### config.mk
export PLATFORM = sky130hd
export DESIGN_NAME = digiota_decimator
export DESIGN_NICKNAME = d
export VERILOG_FILES = /design/src/rtl/digiota_pkg.sv /design/src/rtl/digiota_sync_filter.sv /design/src/rtl/digiota_decimator.sv
export SDC_FILE = /design/constraint.sdc
export NUM_CORES = 1
export LEC_CHECK = 0
export ABC_AREA = 1
export BUFFER_PORTS_ARGS = -buffer_cell sky130_fd_sc_hd__buf_2
export CORE_UTILIZATION = 56
export CTS_CLUSTER_SIZE = 12
export DETAILED_ROUTE_END_ITERATION = 10
export PLACE_DENSITY_LB_ADDON = 0.08
export SETUP_SLACK_MARGIN = 0.2
export SYNTH_ARGS = -nofsm -noshare
export SYNTH_HDL_FRONTEND = slang
export SYNTH_SLANG_ARGS = --single-unit
### constraint.sdc
create_clock -name clk -period 2.2 [get_ports clk]
set_input_delay 0.33 -clock clk [delete_from_list [all_inputs] [get_ports clk]]
set_output_delay 0.33 -clock clk [all_outputs]
set_load 0.02 [all_outputs]
### src/rtl/digiota_pkg.sv
// digiota_pkg
//   Shared definitions for the digital OTA decimator.
//   - OSR_LOG2_DEFAULT : default log2 of the decimation window length
//   - out_state_e      : output register occupancy states
//   - maj3()           : 3-input majority vote used by the glitch filter
package digiota_pkg;

    // Default window is 2^8 = 256 clocks.
    localparam int unsigned OSR_LOG2_DEFAULT = 8;

    // Output register: EMPTY holds a stale (already consumed) value,
    // FULL holds a result not yet accepted by the consumer.
    typedef enum logic [0:0] {
        StEmpty = 1'b0,
        StFull  = 1'b1
    } out_state_e;

    // Majority of three bits: true when at least two inputs are high.
    function automatic logic maj3(input logic [2:0] v);
        return (v[0] & v[1]) | (v[1] & v[2]) | (v[0] & v[2]);
    endfunction

endpackage

### src/rtl/digiota_sync_filter.sv
// digiota_sync_filter
//   Brings the asynchronous comparator output into the clk domain and
//   removes single-cycle glitches with a 3-tap majority vote.
//
// Ports
//   clk    in  1  rising-edge clock
//   rst    in  1  synchronous, active-high reset
//   cmp_in in  1  raw comparator output, asynchronous to clk
//   bit_f  out 1  filtered comparator bit, combinational from the history
module digiota_sync_filter
    import digiota_pkg::*;
(
    input  logic clk,
    input  logic rst,
    input  logic cmp_in,
    output logic bit_f
);

    // Two-flop synchroniser; s1_q may go metastable, s2_q is the first
    // value safe to use in logic.
    logic       s1_q;
    logic       s2_q;
    // Most recent synchronised sample sits in h_q[0].
    logic [2:0] h_q;

    always_ff @(posedge clk) begin
        if (rst) begin
            s1_q <= 1'b0;
            s2_q <= 1'b0;
            h_q  <= 3'b000;
        end else begin
            s1_q <= cmp_in;
            s2_q <= s1_q;
            h_q  <= {h_q[1:0], s2_q};
        end
    end

    // A one-clock pulse occupies only one of the three history taps, so it
    // can never win the vote.
    assign bit_f = maj3(h_q);

endmodule

### src/rtl/digiota_decimator.sv
// digiota_decimator
//   Decimating ones-counter for the digital OTA comparator. Counts filtered
//   ones over windows of 2^OSR_LOG2 enabled clocks and presents each window
//   count on a valid/ready port. A result arriving while the previous one is
//   still unconsumed overwrites it and sets the sticky overrun flag.
//
// Parameters
//   OSR_LOG2  window length is 2^OSR_LOG2 clocks (2..16)
//   OUT_W     result width, must hold the full-scale value 2^OSR_LOG2
//
// Ports
//   clk        in  1      rising-edge clock
//   rst        in  1      synchronous, active-high reset
//   cmp_in     in  1      comparator output, asynchronous to clk
//   enable     in  1      window counting enable; low discards the window
//   out_data   out OUT_W  completed window count (held while empty)
//   out_valid  out 1      out_data holds an unconsumed result
//   out_ready  in  1      consumer accepts out_data when out_valid is high
//   overrun    out 1      sticky: a result was overwritten unaccepted
module digiota_decimator
    import digiota_pkg::*;
#(
    parameter int unsigned OSR_LOG2 = OSR_LOG2_DEFAULT,
    parameter int unsigned OUT_W    = OSR_LOG2 + 1
) (
    input  logic             clk,
    input  logic             rst,
    input  logic             cmp_in,
    input  logic             enable,
    output logic [OUT_W-1:0] out_data,
    output logic             out_valid,
    input  logic             out_ready,
    output logic             overrun
);

    localparam logic [OSR_LOG2-1:0] PhaseOne = OSR_LOG2'(1);

    // ------------------------------------------------------------------
    // Input conditioning
    // ------------------------------------------------------------------
    logic bit_f;

    digiota_sync_filter u_sync_filter (
        .clk    (clk),
        .rst    (rst),
        .cmp_in (cmp_in),
        .bit_f  (bit_f)
    );

    // ------------------------------------------------------------------
    // Window counter
    // ------------------------------------------------------------------
    logic [OSR_LOG2-1:0] phase_q;
    logic [OSR_LOG2-1:0] phase_d;
    logic [OUT_W-1:0]    acc_q;
    logic [OUT_W-1:0]    acc_d;
    logic [OUT_W-1:0]    acc_sum;
    logic                win_end;

    // The last sample of a window is folded straight into the result, so the
    // full-scale count 2^OSR_LOG2 appears on the port without ever being
    // stored in acc_q.
    assign acc_sum = acc_q + {{(OUT_W-1){1'b0}}, bit_f};
    assign win_end = enable && (phase_q == '1);

    always_comb begin
        phase_d = '0;
        acc_d   = '0;
        if (enable) begin
            // Phase wraps naturally to 0 after the all-ones value.
            phase_d = phase_q + PhaseOne;
            acc_d   = win_end ? '0 : acc_sum;
        end
    end

    always_ff @(posedge clk) begin
        if (rst) begin
            phase_q <= '0;
            acc_q   <= '0;
        end else begin
            phase_q <= phase_d;
            acc_q   <= acc_d;
        end
    end

    // ------------------------------------------------------------------
    // Output register and handshake
    // ------------------------------------------------------------------
    out_state_e       state_q;
    logic [OUT_W-1:0] out_data_q;
    logic             overrun_q;

    always_ff @(posedge clk) begin
        if (rst) begin
            state_q    <= StEmpty;
            out_data_q <= '0;
            overrun_q  <= 1'b0;
        end else begin
            unique case (state_q)
                StEmpty: begin
                    if (win_end) begin
                        out_data_q <= acc_sum;
                        state_q    <= StFull;
                    end
                end
                StFull: begin
                    if (win_end) begin
                        // Accepted-and-replaced in the same edge is a clean
                        // hand-over; otherwise the old result is lost.
                        out_data_q <= acc_sum;
                        if (!out_ready) begin
                            overrun_q <= 1'b1;
                        end
                    end else if (out_ready) begin
                        state_q <= StEmpty;
                    end
                end
                default: state_q <= StEmpty;
            endcase
        end
    end

    assign out_data  = out_data_q;
    assign out_valid = (state_q == StFull);
    assign overrun   = overrun_q;

endmodule

==> metrics.yaml <==
outcome:
  status: "finished clean"
yosys:
  yosysTopAreaCell: "dfxtp_1"
  synth_top_area_frac: 0.482
  synth_area_um2: 1370
  synth_cells: 182
  synth.area.top_cells: "dfxtp_1 48%, nand2_1 10%, nor2_1 9.9%"
  avgSynthCellArea_um2: 7.53
  ys_types: 24
  ys.warnings.count: 0
  synth-seq-cells: 33
  synth_fp_nets: 190
  synth.yosys.seq_area_share: 0.482
sta:
  tns_ns: 0
  finalSetupViolCount: 0
  fin_skew_ns: 0.0156
  timing.fmax_mhz: 609
  worst_slew_pin_slew_ns: 0.316
  period_needed_ns: 1.64
  final_hold_viol_count: 0
  slew_headroom: 0.789
  drv_slew: 0
  rsz0062_at_grt: "no"
  fin_crit_sh: 0.746
layout:
  postLayoutCoreUtil: 0.673
  multi_input_area_um2: 582
  layout_common_cells: "37 x nand2_1, 36 x nor2_1, 33 x dfxtp_1"
  seq_area_um2: 661
  antenna_cells: 0
  n_fill_cell: 211
  areaGrowthSynthToFinish_pct: 10.6
  drive_gt1_frac: 0.148
  layout_commonest_cell: "nand2_1"
  nNetsFinal: 210
  finalNonFillerCells: 231
clock_network:
  cts_tree: "yes"
  cts_root_buf: "clkbuf_4"
  clock_path_buffers: 2
  cts_buffers: 5
  clock_latency_ns: 0.33
  cts_sinks: 33
  h-tree-depth: 2
  ctsResizeCount: 0
  cts.reportedPaths.clkPinSlew_ns: 0.10
  cts_setup_buffers: 0
  ctsHoldBuffers: 0
routing:
  first_iter_violations: 23
  viasPerCell: 4.83
  drc_errors: 0
  drt-pass1-iter-count: 4
  wl_per_cell_um: 10.3
  num_vias: 1115
  drtAntennaViolNets: 0
  finalWirelength_um: 2380
global_route:
  grt.overflow.total: 0
  grt_first_pass_wirelength_um: 4230
  antenna_found_initial: 0
  grt_start_max_net_pins: 19
  grt_usage: 0.223
  grt_pass1_vias: 1078
job:
  cap_violations: 0
placement:
  dp.cells: 223
  port_buffers: 15
  dpl.hpwl_um: 1770
  routabilityCongestion: 0.842
power_and_ir_drop:
  power_density_nw_per_um2: 624
  vdd_drop_max_uv: 454
  p_leak_uw: 0.000706
worst_setup_path:
  worstReg2RegStart: "u_sync_filter.h_q[1]"
  reg2reg_slack_ns: 0.56
  critPathCaptureType: "register"
  worst_setup_path_start_kind: "register"
  cpMaxStageDelayCell: "maj3_1"
  path_common_cell: "nor2_1"
  setup.worst_path.start: "u_sync_filter.h_q[1]"
  cp_data_arrival_time_ns: 1.87
  crit_path_max_incr_delay_ns: 0.34
  crit_path_end: "out_data[6]"
  worstPathCellList: "maj3_1, ha_1, ha_1, nand3_1, nor2_1, nand2_1, nand2_1, nor2_1, nor2_1"
  crit_fanout: 3
  path_class: "reg2reg"
  reg2reg_depth: 9
  cp.required_ns: 2.42
  r2r-end: "out_data[6]"
die:
  die_area_um2: 2650
  die_w_um: 51.5
  rows: 17
  boundaryPins: 16
  die_y_um: 51.5
  coreArea_um2: 2250
  start_util: 0.608
min_path:
  hold_path.class: "in2reg"
final cells by class:
| class | instances | area share |
|---|---|---|
| Sequential cell | 33 | 0.436 |
| Multi-Input combinational cell | 117 | 0.384 |
| Inverter | 30 | 0.0743 |
| Timing Repair Buffer | 15 | 0.0495 |
| Clock buffer | 6 | 0.0272 |
| Tap cell | 28 | 0.0231 |
| Clock inverter | 2 | 0.00660 |
power breakdown:
part | total (uW) | internal (uW) | switching [uW] | leakage, uW
logic | 24.1 | 7.57 | 16.6 | 0.000408
registers | 604 | 601 | 2.10 | 0.000267
clock network | 319 | 122 | 197 | 0.0000320
metrics by stage:
step / instance area, um2 / worst slack, ns / hold slack (ns) / total power, uW
2_1_floorplan: 1370 / 0.663 / 0.388 / 634
3_3_place_gp: 1470 / 0.621 / 0.405 / 641
3_5_place_dp: 1470 / 0.563 / 0.403 / 642
4_1_cts: 1520 / 0.546 / 0.190 / 957
5_1_grt: 1520 / 0.434 / 0.189 / 987
6_report: 1520 / 0.558 / 0.196 / 947
layer usage:
metal  up-vias  GRT usage  part of all wire
met2        26      0.385              0.47
met5         -          0                 0
li1        598          -                 -
met4         0      0.140             0.021
met3         6     0.0625             0.052
met1       485      0.234              0.46
sequential cells by signal, summed over array words and instances (netlist names):
name and flops:
acc_q 9, u_sync_filter.s1_q 1, out_data 9, overrun 1
u_sync_filter.s2_q 1, u_sync_filter.h_q 3, out_valid 1, phase_q 8
cell families (layout without fill, tap and decap cells):
family | Yosys count | in the layout | share of synthesized area
xor+xnor | 2 | 2 | 0.0128
compound gates | 22 | 22 | 0.0858
fa+ha+maj | 4 | 4 | 0.0347
flops | 33 | 33 | 0.482
buf+inv | 32 | 53 | 0.0940
simple gates | 89 | 89 | 0.291
synth_stat cells:
cell,count
xor2_1,2
buf_6,1
and3_1,1
o21ai_0,5
o21ai_1,2
nand3_1,6
nand2_1,37
nand3_4,1
nor2_2,1
inv_1,30
o21ai_2,1
nor2_1,36
a21oi_2,1
nand2_4,1
ha_1,3
nand4_1,1
a21oi_1,13
nand2_2,1
nor3_1,2
dfxtp_1,33
maj3_1,1
nor2_8,1
buf_2,1
nor2_4,1
worst max-delay path: cells and delay by family, from the launching register on:
kind          cells  cell delay (ns)
simple gates      6             0.43
fa+ha+maj         3             0.79
flops             1             0.33
worst min-delay path by stage:
| stage | start | slack (ns) | to | cells after the start |
|---|---|---|---|---|
| detailed placement | u_sync_filter.s1_q | 0.40 | u_sync_filter.s2_q | 2 |
| CTS | cmp_in | 0.19 | u_sync_filter.s1_q | 3 |
| floorplan | u_sync_filter.s2_q | 0.39 | u_sync_filter.h_q[0] | 2 |
| global route | cmp_in | 0.19 | u_sync_filter.s1_q | 3 |
| global placement | u_sync_filter.s1_q | 0.41 | u_sync_filter.s2_q | 2 |
| finish | cmp_in | 0.20 | u_sync_filter.s1_q | 3 |
No activity file was read; power rests on OpenSTA's default activity.
